`config.mk`:
```
export PLATFORM = sky130hd
export DESIGN_NAME = ram_wr_buffer
export DESIGN_NICKNAME = d
export VERILOG_FILES = /design/src/rtl/ram_wr_buffer.sv
export SDC_FILE = /design/constraint.sdc
export NUM_CORES = 1
export LEC_CHECK = 0
export CAP_MARGIN = 0
export CORE_MARGIN = 8
export CORE_UTILIZATION = 42
export DETAILED_ROUTE_END_ITERATION = 16
export PLACE_DENSITY = 0.58
export SETUP_SLACK_MARGIN = 0.4
export SYNTH_ARGS = -nofsm -noshare
export SYNTH_HDL_FRONTEND = slang
export SYNTH_SLANG_ARGS = --single-unit
export TNS_END_PERCENT = 50
```
`constraint.sdc`:
```
create_clock -name clk -period 24.5 [get_ports clk]
set_clock_uncertainty 0.2 [all_clocks]
set_input_delay 6.125 -clock clk [delete_from_list [all_inputs] [get_ports clk]]
set_output_delay 6.125 -clock clk [all_outputs]
set_load 0.02 [all_outputs]
```
`src/rtl/ram_wr_buffer.sv`:
```
// Write buffer between the RAM chip-select decoder and the shared port-B arbiter.
// Optional macro RAM_WR_CS_CHECK_EN rejects non-one-hot chip selects and adds cs_err.
module ram_wr_buffer #(
  parameter int DEPTH = 8,
  parameter int LVL_W = 4
) (
  input  logic                 clk,
  input  logic                 reset_n,
  input  logic                 wr,
  input  logic [15:0]          ram_cs,
  input  logic [12:0]          Ram_Addr,
  input  logic signed [31:0]   Data,
  input  logic                 clear,
  input  logic                 mem_gnt,
  output logic                 mem_req,
  output logic                 mem_we,
  output logic [15:0]          mem_cs,
  output logic [12:0]          mem_addr,
  output logic signed [31:0]   mem_din,
  output logic [LVL_W-1:0]     fifo_level,
  output logic                 overflow,
  output logic [15:0]          wr_count,
  output logic [7:0]           drop_count
`ifdef RAM_WR_CS_CHECK_EN
  ,
  output logic                 cs_err
`endif
);

  localparam int CS_W   = 16;
  localparam int ADDR_W = 13;
  localparam int DATA_W = 32;
  localparam int ENT_W  = CS_W + ADDR_W + DATA_W;
  localparam int PTR_W  = $clog2(DEPTH);

  localparam logic [1:0] IDLE  = 2'd0;
  localparam logic [1:0] REQ   = 2'd1;
  localparam logic [1:0] WRITE = 2'd2;

  function automatic logic [7:0] sat_inc8(input logic [7:0] v);
    return (v == 8'hFF) ? v : v + 8'd1;
  endfunction

  logic [1:0]              state, state_nxt;
  logic [PTR_W-1:0]        wr_ptr, rd_ptr;
  logic [ENT_W-1:0]        fifo_mem [DEPTH];
  logic [ENT_W-1:0]        head;
  logic [LVL_W-1:0]        level_nxt;
  logic                    full, pop, cs_any, cs_ok, push, drop_full, drop;
  logic [CS_W-1:0]         cs_p1;
  logic [ADDR_W-1:0]       addr_p1;
  logic signed [DATA_W-1:0] din_p1;

  assign full   = (fifo_level == LVL_W'(DEPTH));
  assign pop    = (state == REQ) && mem_gnt;
  assign cs_any = |ram_cs;

`ifdef RAM_WR_CS_CHECK_EN
  logic cs_bad;
  assign cs_bad = wr && cs_any && ((ram_cs & (ram_cs - 16'd1)) != 16'd0);
  assign cs_ok  = !cs_bad;
`else
  assign cs_ok  = 1'b1;
`endif

  assign push      = wr && cs_any && cs_ok && (!full || pop);
  assign drop_full = wr && cs_any && cs_ok && full && !pop;
`ifdef RAM_WR_CS_CHECK_EN
  assign drop      = drop_full || cs_bad;
`else
  assign drop      = drop_full;
`endif

  always_comb begin
    level_nxt = fifo_level;
    if (push && !pop)
      level_nxt = fifo_level + LVL_W'(1);
    else if (pop && !push)
      level_nxt = fifo_level - LVL_W'(1);
  end

  // WRITE looks at the next level so a same-edge push keeps the port requested
  always_comb begin
    state_nxt = state;
    case (state)
      IDLE:    if (fifo_level != '0) state_nxt = REQ;
      REQ:     if (mem_gnt) state_nxt = WRITE;
      WRITE:   state_nxt = (level_nxt != '0) ? REQ : IDLE;
      default: state_nxt = IDLE;
    endcase
  end

  always_ff @(posedge clk) begin
    if (push)
      fifo_mem[wr_ptr] <= {ram_cs, Ram_Addr, Data};
  end

  assign head = fifo_mem[rd_ptr];

  always_ff @(posedge clk or negedge reset_n) begin
    if (!reset_n) begin
      state      <= IDLE;
      wr_ptr     <= '0;
      rd_ptr     <= '0;
      fifo_level <= '0;
      addr_p1    <= '0;
    end else begin
      state      <= state_nxt;
      fifo_level <= level_nxt;
      if (push) wr_ptr <= wr_ptr + PTR_W'(1);
      if (pop) begin
        rd_ptr  <= rd_ptr + PTR_W'(1);
        addr_p1 <= head[DATA_W +: ADDR_W];
      end
    end
  end

  // Port-B stage: cs/data are zero-gated outside WRITE, so they need no reset
  always_ff @(posedge clk) begin
    if (pop) begin
      cs_p1  <= head[ENT_W-1 -: CS_W];
      din_p1 <= head[DATA_W-1:0];
    end
  end

  always_ff @(posedge clk or negedge reset_n) begin
    if (!reset_n) begin
      overflow   <= 1'b0;
      wr_count   <= '0;
      drop_count <= '0;
`ifdef RAM_WR_CS_CHECK_EN
      cs_err     <= 1'b0;
`endif
    end else if (clear) begin
      overflow   <= 1'b0;
      wr_count   <= '0;
      drop_count <= '0;
`ifdef RAM_WR_CS_CHECK_EN
      cs_err     <= 1'b0;
`endif
    end else begin
      if (push)      wr_count   <= wr_count + 16'd1;
      if (drop)      drop_count <= sat_inc8(drop_count);
      if (drop_full) overflow   <= 1'b1;
`ifdef RAM_WR_CS_CHECK_EN
      if (cs_bad)    cs_err     <= 1'b1;
`endif
    end
  end

  assign mem_req  = (state == REQ) || (state == WRITE);
  assign mem_we   = (state == WRITE);
  assign mem_cs   = mem_we ? cs_p1 : '0;
  assign mem_din  = mem_we ? din_p1 : '0;
  assign mem_addr = addr_p1;

endmodule

```
==> results by group <==
Synthesis
  • Dominant cells by area after synthesis: edfxtp_1 71%, mux4_2 12%, dfrtp_1 5.5%
  • EDFF count, synth: 536
  • Synth top area share: 71.2%
  • Ys async rst share: 8.53%
  • Synth cell types: 44
  • Syn avg cell area: 20.9 um2
  • Sequential share of the synthesized area: 76.7%
  • Mapped Cells: 1082
  • Mapped Nets: 1160
  • Yosys synthesis warning count: 0
  • Post-synth top area cell: edfxtp_1
  • Number of synthesized register bits: 586
  • Ys flop type: edfxtp_1
  • Netlist Area Pre-Place: 22600 um2

Setup path
  • CP Cell Sequence: inv_1 > ha_2 > and2_1 > clkdlybuf4s50_1
  • CP peak stage delay: 0.80 ns
  • CP Max Fanout: 51
  • Buf/Inv on CP: 2
  • CP required: 18.17 ns
  • Crit path kind: reg -> out
  • Arr. time, crit path: 2.93 ns
  • Crit path max-delay cell type: ha_2
  • Crit-path leading delay family: adder cells
  • Worst setup EP type: output pin
  • Worst r2r src: rd_ptr[0]
  • R2R setup slack: 21.09 ns
  • Reg2reg end: din_p1[12]
  • Cells on worst reg2reg path: 4
  • Startpoint Class: flop

Timing
  • Max frequency: 108 MHz
  • Slew headroom: 24.8%
  • Setup violators final: 0
  • Final hold slack: 0.286 ns
  • Final Slew Violations: 0
  • Setup TNS: 0 ns
  • Unrepaired setup endpoints after global routing: no
  • Final period utilization: 37.8%
  • Transition time of the tightest slew-check pin: 1.12 ns
  • Final hold vios: 0
  • Final min period: 9.25 ns

Die
  • Die W: 248 um
  • Die height: 248 um
  • Row count: 85
  • # IOs: 158
  • Core footprint: 53500 um2
  • Full die area: 61500 um2
  • Initial Util: 42.3%

Routing
  • Antenna Nets Post-Route: 0
  • First-pass detailed-route iteration total: 4
  • Via count: 10600
  • 1st-iter DRT viols: 627
  • Post-Route WL: 45600 um
  • Routed len/inst: 22.7 um
  • Residual DRC: 0
  • DR vias/cell: 5.26

Clock network
  • H-Tree Depth: 2
  • CTS tree: done
  • Post-CTS Resized: 0
  • Clock tree sinks: 586
  • Cts hold-fix bufs: 0
  • Clock Path Buffers: 3
  • Post-CTS Setup Bufs: 0
  • Cts bufs inserted: 59
  • Clock-pin slew on the worst setup and hold paths: 0.06 ns
  • Clk Latency, worst-skew pair: 0.60 ns
  • Root Driver: clkbuf_16

Global route
  • Global-route wire length before repair: 69600 um
  • Largest net degree at the start of global routing: 62
  • Initial antenna violation count: 7
  • Total Routing Usage GR: 14.9%
  • Vias in the first global route: 11300
  • Gr ovfl total: 0

Placement
  • HPWL after DPL: 25700 um
  • RD Place Congestion: 0.702
  • Port bufs: 157

Power
  • Maximum vdd drop: 0.0578 mV
  • Leakage: 8.70 nW
  • Total Power: 2.96 mW
  • Cell Pwr Density: 110 nW/um2

Final layout
  • Nets: 1348
  • Area grow syn2layout: 18.3%
  • Fill count: 4328
  • Layout cells sized above 1: 21.4%

Min path
  • Hold wc startpoint: mem_addr[9]
  • Worst Hold Depth: 2
  • Worst Hold Path EP: mem_addr[9]
  • HP Class: reg -> reg

Flow run
  • MaxCap Viol Count: 0

Run status
  • Status: complete, no violations
-- worst max path at each step --
| stage | to | from | cells past startpoint |
|---|---|---|---|
| floorplan | fifo_mem[0][0] | ram_cs[0] | 5 |
| global route | mem_din[0] | state[0] | 4 |
| CTS | mem_din[0] | state[0] | 4 |
| detailed placement | fifo_mem[0][13] | ram_cs[1] | 6 |
| finish | mem_din[0] | state[0] | 4 |
| global placement | fifo_mem[3][14] | ram_cs[0] | 6 |
-- layout make-up --
class | count | area, um2 | area share (%)
well taps | 696 | 871 | 3.25
clock buffers | 74 | 1550 | 5.80
flip-flops and latches | 586 | 17400 | 64.9
inverters | 13 | 48.8 | 0.182
diodes | 4 | 10.0 | 0.0374
clock inverters | 28 | 144 | 0.538
repair buffers | 175 | 1700 | 6.36
multi-input cells | 435 | 5070 | 19.0
-- registers in the layout, summed over array words and instances, names as in the netlist --
register / count
din_p1: 32
state: 2
fifo_level: 4
mem_addr: 13
wr_count: 16
overflow: 1
fifo_mem: 488
drop_count: 8
rd_ptr: 3
wr_ptr: 3
cs_p1: 16
-- stage by stage --
stage	area, um2	utilization (%)	setup slack [ns]	instances
2_1_floorplan	22600	-	11.05	1082
3_3_place_gp	25100	46.8	14.71	1905
3_5_place_dp	25100	46.8	14.60	1905
4_1_cts	26800	50.0	15.04	2007
5_1_grt	26800	50.0	14.97	2007
6_report	26800	50.0	15.25	2011
-- cell usage after synthesis (all sizes together) (2+ instances only) --
cell type / number
edfxtp: 536
mux4: 122
mux2: 53
and2: 50
dfrtp: 50
nand2: 35
clkbuf: 33
nor2: 27
o21ai: 23
mux2i: 17
buf: 15
a21oi: 13
ha: 12
inv: 12
xnor2: 12
nand4: 10
nand3: 8
nor3: 7
or3: 7
nor2b: 5
or4: 5
and3: 4
nand2b: 4
xor2: 4
nor4: 3
nor4b: 2
-- cells by family after synthesis --
group	after synthesis	share of synthesized area, %
AO/OA/AOI/OAI	45	1.24
XOR/XNOR	16	0.620
adder cells (fa/ha/maj)	12	0.664
buffers and inverters	61	1.10
flip-flops	586	76.7
multiplexers	192	15.6
AND/OR/NAND/NOR	170	4.09
-- per-layer routing --
metal  GRT usage [%]  share of wire [%]  up-vias
li1                -                  -     4753
met1            18.5                 41     5564
met2            26.1                 52      178
met3            3.04                4.6       73
met4            4.93                2.1        6
met5               0              0.090        -
-- where the power goes --
part           switching, mW  internal (mW)  total, mW
Sequential            0.0759           1.29       1.36
Clock                  0.353          0.452      0.805
Combinational          0.404          0.381      0.785
-- worst register-to-register path, cell delays in order (launching register included) --
cell and delay (ns):
dfrtp_4 0.67, buf_4 0.65, buf_4 0.72, mux4_2 0.63
mux2_2 0.30
-- cells in the final DEF (no fill, tap or decap), types with 18 or more instances in the layout --
cell,n
mux4_2,122
and2_1,50
clkinv_1,20
dfrtp_1,47
nand2_1,35
o21ai_0,23
clkbuf_16,59
buf_4,18
nor2_1,24
mux2_2,50
edfxtp_1,536
clkdlybuf4s50_1,156
Note: power is estimated with default switching activity, not from simulation.
